`src/rtl/mouse_event_queue.sv`:
```
// mouse_event_queue: turns PS/2 receiver status changes into queued events
// that the CPU drains through a read-and-pop data word and a level interrupt.
module mouse_event_queue #(
    parameter int unsigned DEPTH    = 8,
    parameter bit          COALESCE = 1'b1
) (
    input  logic        clk,
    input  logic        rst,
    input  logic [27:0] mouse,
    input  logic        rd,
    output logic [31:0] dout,
    output logic        irq
);

    localparam int unsigned PW = $clog2(DEPTH);
    localparam int unsigned CW = 4;

    typedef struct packed {
        logic [2:0] btns;
        logic [9:0] y;
        logic [9:0] x;
    } entry_t;

    typedef struct packed {
        logic   run;
        entry_t e;
    } sample_t;

    sample_t       m_q;
    sample_t       m_p;
    entry_t        mem [DEPTH];
    logic [PW-1:0] rp;
    logic [PW-1:0] wp;
    logic [CW-1:0] count;
    logic          ovf;

    logic          rise;
    logic          evt;
    logic          pop;
    logic          tail_safe;
    logic          coal;
    logic          push_ok;
    logic          drop;
    logic          wr_en;
    logic [PW-1:0] tail_addr;
    logic [PW-1:0] wr_addr;
    entry_t        tail;
    entry_t        head;
    sample_t       m_in;

    // Padding bits of the receiver word carry no information.
    logic unused_pad;
    assign unused_pad = ^{mouse[23:22], mouse[11:10]};

    assign m_in = '{run: mouse[27],
                    e:   '{btns: mouse[26:24], y: mouse[21:12], x: mouse[9:0]}};

    // Event detection and queue write/pop decisions for this cycle.
    always_comb begin
        rise      = 1'b0;
        evt       = 1'b0;
        pop       = 1'b0;
        tail_safe = 1'b0;
        coal      = 1'b0;
        push_ok   = 1'b0;
        drop      = 1'b0;
        tail_addr = wp - PW'(1);
        tail      = mem[tail_addr];
        rise      = m_q.run & ~m_p.run;
        evt       = rise | (m_q.run & m_p.run & (m_q.e != m_p.e));
        pop       = rd & (count != '0);
        // The tail survives this cycle unless it is the only entry and is being read.
        tail_safe = (count >= CW'(2)) | ((count == CW'(1)) & ~rd);
        coal      = COALESCE & evt & ~rise & tail_safe & (tail.btns == m_q.e.btns);
        push_ok   = evt & ~coal & ((count < CW'(DEPTH)) | pop);
        drop      = evt & ~coal & ~push_ok;
        wr_en     = coal | push_ok;
        wr_addr   = coal ? tail_addr : wp;
    end

    // Input capture, pointers, occupancy and overflow flag.
    always_ff @(posedge clk) begin
        if (rst) begin
            m_q   <= '0;
            m_p   <= '0;
            rp    <= '0;
            wp    <= '0;
            count <= '0;
            ovf   <= 1'b0;
        end else begin
            m_p <= m_q;
            m_q <= m_in;
            if (pop) begin
                rp <= rp + PW'(1);
            end
            if (push_ok) begin
                wp <= wp + PW'(1);
            end
            count <= count + CW'(push_ok) - CW'(pop);
            if (rd) begin
                ovf <= 1'b0;
            end else if (drop) begin
                ovf <= 1'b1;
            end
        end
    end

    // Entry storage; reset suppresses the write so an in-flight event is lost.
    always_ff @(posedge clk) begin
        if (!rst && wr_en) begin
            mem[wr_addr] <= m_q.e;
        end
    end

    // CPU-visible head word and interrupt level.
    always_comb begin
        head = mem[rp];
        dout = {(count != '0), ovf, 2'b00, count, 24'd0};
        if (count != '0) begin
            dout[23:0] = {head.btns, 1'b0, head.y, head.x};
        end
        irq = (count != '0);
    end

endmodule

```
`config.mk`:
```
export PLATFORM = sky130hd
export DESIGN_NAME = mouse_event_queue
export DESIGN_NICKNAME = d
export VERILOG_FILES = /design/src/rtl/mouse_event_queue.sv
export SDC_FILE = /design/constraint.sdc
export NUM_CORES = 1
export LEC_CHECK = 0
export CORE_MARGIN = 2
export CORE_UTILIZATION = 40
export DETAILED_ROUTE_END_ITERATION = 6
export DONT_BUFFER_PORTS = 1
export PLACE_DENSITY = 0.59
export SYNTH_ARGS = -nofsm -noshare
export SYNTH_HDL_FRONTEND = slang
export SYNTH_SLANG_ARGS = --single-unit
```
`constraint.sdc`:
```
create_clock -name clk -period 6.8 [get_ports clk]
set_clock_uncertainty 0.15 [all_clocks]
set_input_delay 1.36 -clock clk [delete_from_list [all_inputs] [get_ports clk]]
set_output_delay 1.36 -clock clk [all_outputs]
set_load 0.02 [all_outputs]
```
Yosys cells after proc, flatten, opt, wreduce, memory -nomap -nowiden --
Memory sizes are Yosys's and may differ from the RTL's. A register that Yosys moved wholly into a read port is not among the register bits. Index checks and enable logic that the tools add are counted. W data, S select, Z words.
Operators by class: multiply operators 0, $add $sub $neg 5, $lt $le $gt $ge 2, reductions and logical operators 4, multiplexer cells 6, shift operators 0, bitwise gates (word level) 20, equality and inequality tests 3, divide/modulo/power cells 0
Operators by type and width (number):
- $mux W24 | 1
- $ne A23 B23 Y1 | 1
- $and A1 B1 Y1 | 11
- $mux W3 | 3
- $add A3 B1 Y3 const B | 2
- $not A1 Y1 | 5
- $add A4 B1 Y4 | 1
- $eq A4 B1 Y1 const B | 1
- $ge A4 B2 Y1 const B | 1
- $lt A4 B4 Y1 const B | 1
- $or A1 B1 Y1 | 4
- $reduce_bool A4 Y1 | 1
- $sub A4 B1 Y4 | 1
- $eq A3 B3 Y1 | 1
- $sub A3 B1 Y3 const B | 1
- $mux W1 | 2
- $reduce_or A2 Y1 | 1
- $logic_and A1 B1 Y1 | 1
- $logic_not A1 Y1 | 1
Storage, ports and cells: memory bits (read-only) 0, register bits 59, output and inout port bits 33, input port bits 31, memories 1, RAM bits 184, bits in latches 0
Memories:
- mem | depth 8, width 23, read ports 2, clocked after Yosys merged registers in 1, wr ports 1, RTL line 31 | entry_t mem [DEPTH];

Longest topological paths before layout --
word-level depth 13, mapped depth 16

Worst setup path after synthesis --
Ideal clock, no wire load.
path kind input to register, from input rd, to memory mem[0][0] in the netlist's numbering (enable), data arrival time 4.708 ns, buffers on the path 1, data required time 6.182 ns, stages on the path 6, library setup time 0.468 ns, setup slack 1.474 ns, cell sequence and2_1 -> buf_2 -> nor2_1 -> a311oi_2 -> nand2_2 -> o41ai_1
RTL lines:
- start, declared | RTL line 10 | input logic rd,
- $and A1 B1 Y1 | RTL line 71 | pop = rd & (count != '0);
- net pop | RTL line 39 | logic pop;
- $or A1 B1 Y1 | RTL line 75 | push_ok = evt & ~coal & ((count < CW'(DEPTH)) | pop);
- $and A1 B1 Y1 | RTL line 75
- $or A1 B1 Y1 | RTL line 77 | wr_en = coal | push_ok;
- $logic_and A1 B1 Y1 | RTL line 110 | if (!rst && wr_en) begin
- $mux W1 | RTL line 110
- $mux W1 (implied by the code) | RTL line 111 | mem[wr_addr] <= m_q.e;
- end, declared | RTL line 31
The timed path passes the listed nets, and every way through them passes these cells.

==> impl_summary.md <==
Status
The run finished with clean final reports.

Critical path
By startpoint and endpoint, the worst setup path is classified as reg2out. The startpoint of the worst-slack reg-to-reg timing path is wp[0]. The cell count of the worst reg-to-reg path is 14.

The critical path required time is 5.29 ns. STA puts the critical path data arrival time at 2.98 ns. The register-to-register path setup slack is 2.56 ns. The kind of launch point of the worst setup path is a register. In this run the critical register-to-register path is captured at count[3]. The critical path ends at dout[5].

Of all nets on the critical path, the largest fanout is 31. STA classifies the critical path endpoint as an output port.

Clocking
Clock tree synthesis found a total of 246 sinks. The clock slew seen by the registers of the worst setup and hold paths is approximately 0.060 ns. The clock network latency to the later pin of the worst-skew pair is 0.55 ns. TritonCTS built the clock tree. Gates resized during post-CTS repair numbered 0. The total of hold buffers inserted after clock tree synthesis is 0. Counting the buffers created by CTS gives 27. The cell sitting at the root of the clock tree is a clkbuf_16. The number of H-tree levels is 1. The clock passes through at most 3 buffers. The number of buffers added for setup after CTS is 0.

Finish
Cells with a size suffix above 1 make up a little over a fifth of the layout. The layout overhead on the synthesized area is 13.5%. For this run, the post-layout net count is 611. The multi-input gate area in the final layout is about 2800 um^2.

The count of filler cells inserted in the layout is 2054. The register area is 6770 um^2. 0 antenna diodes ended up in the layout.

STA
The final number of max-transition violations is 0. At the pin with the least slew margin, the transition time is 0.778 ns. The count of final hold-check violations is 0. After layout, the worst path uses 66.0% of the clock period. Setup violations remaining at the end of the flow were counted as 0. Headroom to the max-slew limit came out at between 40 and 50%.

The clock period minus final worst setup slack is about 4.5 ns. For this run, the top clock speed supported by timing is roughly 0.22 GHz. Summed over all failing endpoints, the final setup total negative slack is 0 ns. Setup repair after global routing left no endpoint under its margin.

Synthesis
The number of synthesized flops with an enable pin is 184. The largest total area in the synthesized netlist belongs to edfxtp_1. Sorting the synthesized cells by area gives the leading types as edfxtp_1 (57%), dfxtp_1 (13%), mux4_2 (12%). The share of flip-flops with an asynchronous set or reset is 0%. The number of cells produced by synthesis is roughly 560.

The number of warnings reported in the yosys synthesis log is 0. Yosys instantiated no cell more often than edfxtp_1. For this run, the leading register cell type out of synthesis is edfxtp_1. The portion of synthesized cell area occupied by the leading cell type is 57.1%. The cell area after synthesis is 9680 um^2. The post-synthesis cell type count is 43. The average instance in the mapped netlist occupies 17.3 um^2. The commonest cells after synthesis are edfxtp_1 (184), dfxtp_1 (62), mux4_2 (52), nor2b_1 (49), nor2_1 (39). After synthesis, flip-flops and latches occupy 69.9% of the total area. The synthesis-stage register bit count is 246.

Drt
The wire length per cell is 21.0 um. The routed layout has 4754 vias. In this run, the number of DRC markers left after iteration 0 of detailed routing was 401. The detail route stage leaves a number of antenna-violating nets equal to 0. Dividing the detail-routed via count by the number of cells gives 5.22. In the routed design, unresolved DRC markers number 0.

The routed design has between 15000 and 20000 um of wire. The count of TritonRoute iterations in the first routing pass is 4.

Floorplan
Measured along the x axis, the die boundary spans around 160 um. After floorplanning, the core was sized to cover ~24000 um^2. For this design the top-level I/O count stands at 64. The area of the die is 25500 um^2.

The initial utilization of the core area, before any placement, comes to between 40% and 50%. The count of standard-cell rows is 56. The chip height is 160 um.

Global route
The maximum number of pins on one net before global-route repair is 65. The first-pass GRT wire length is 29800 um. Global routing used 15.2% of the available tracks. The total congestion overflow is 0.

The initial antenna violation count is 0. The number of global-route vias before repair is around 5k.

Power and ir drop
The total power density per cell area is 356 nW/um^2. The analysis attributes to cell leakage a power of between 3 and 4 nW. The highest ir drop seen on vdd is approximately 190 uV. The post-layout total power is 0.00392 W.

Placed design
During placement, the flow inserted port buffers numbering 0. At the end of routability-driven placement, the weighted congestion stood at 0.725. The wire-length estimate of the detail-placed layout is approximately 11000 um.

Flow run
Across the run, the number of max-cap violations was 0.

Min path
The min-delay analysis places its worst path in the category reg2reg.
[power breakdown]
group	total [W]	leakage, nW	internal (W)	switching [W]
clock	0.00141	0.431	0.000850	0.000565
combinational	0.000743	0.926	0.000310	0.000433
sequential	0.00176	2.20	0.00166	0.0000976
[kinds of logic (layout without fill, tap and decap cells)]
logic type | after synthesis | in the layout | synth area share [%]
other cells | 1 | 3 | 0.0387
buf+inv | 45 | 77 | 2.13
compound gates | 30 | 30 | 2.26
xor+xnor | 31 | 31 | 2.81
mux | 80 | 80 | 15.0
fa+ha+maj | 9 | 9 | 1.24
simple gates | 116 | 116 | 6.62
flops | 246 | 246 | 69.9
[flip-flops by register name (all words and copies together) (netlist names), named ones only]
signal and count:
count 4, wp 3, m_q 24, ovf 1, m_p 24, mem 184
rp 3
[critical path, stage by stage (launching register included)]
cell     delay [ns]
dfxtp_2        0.70
buf_4          0.65
mux4_2         0.58
mux2i_1        0.27
nor2_1         0.20
[worst min path at each step]
stage / start / slack (ns) / cells past startpoint / end
2_1_floorplan: ovf / 0.28 / 2 / ovf
3_3_place_gp: rp[2] / 0.35 / 2 / rp[2]
3_5_place_dp: m_q[23] / 0.37 / 2 / ovf
4_1_cts: m_q[23] / 0.39 / 2 / ovf
5_1_grt: ovf / 0.41 / 2 / ovf
6_report: m_q[23] / 0.39 / 2 / ovf
[cell type report]
| class | count | area share (%) |
|---|---|---|
| flip-flops and latches | 246 | 61.6 |
| multi-input cells | 269 | 25.3 |
| clock buffers | 43 | 7.33 |
| well taps | 319 | 3.63 |
| repair buffers | 14 | 0.957 |
| clock inverters | 7 | 0.695 |
| inverters | 13 | 0.444 |
[layout by cell type, fill, tap and decap left out, drive strengths merged, types with 8 or more instances in the layout]
cell type  netlist  final
buf             16     14
nor2            39     39
xnor2           25     25
clkbuf          16     43
nand3            8      8
ha               8      8
mux2i           28     28
o211ai           8      8
inv             13     14
mux4            52     52
nor2b           49     49
dfxtp           62     62
edfxtp         184    184
[through the flow]
step                      instance area (um^2)  cells  utilization [%]  setup slack, ns  hold slack (ns)
after global routing                     11000    911             46.5             2.06            0.413
after detailed placement                 10100    861             42.8             2.55            0.374
after floorplan                           9690    560                -             1.47            0.278
after global placement                   10100    861             42.8             2.62            0.349
final                                    11000    911             46.5             2.31            0.388
after CTS                                11000    911             46.5             2.17            0.390
[layer usage]
metal	share of wire (%)	global-route usage, %	vias up
li1	-	-	2151
met1	44	20.7	2448
met2	48	25.0	113
met3	5.4	3.02	42
met4	2.6	4.55	0
met5	0	0	-
Note: power is estimated with default switching activity, not from simulation.
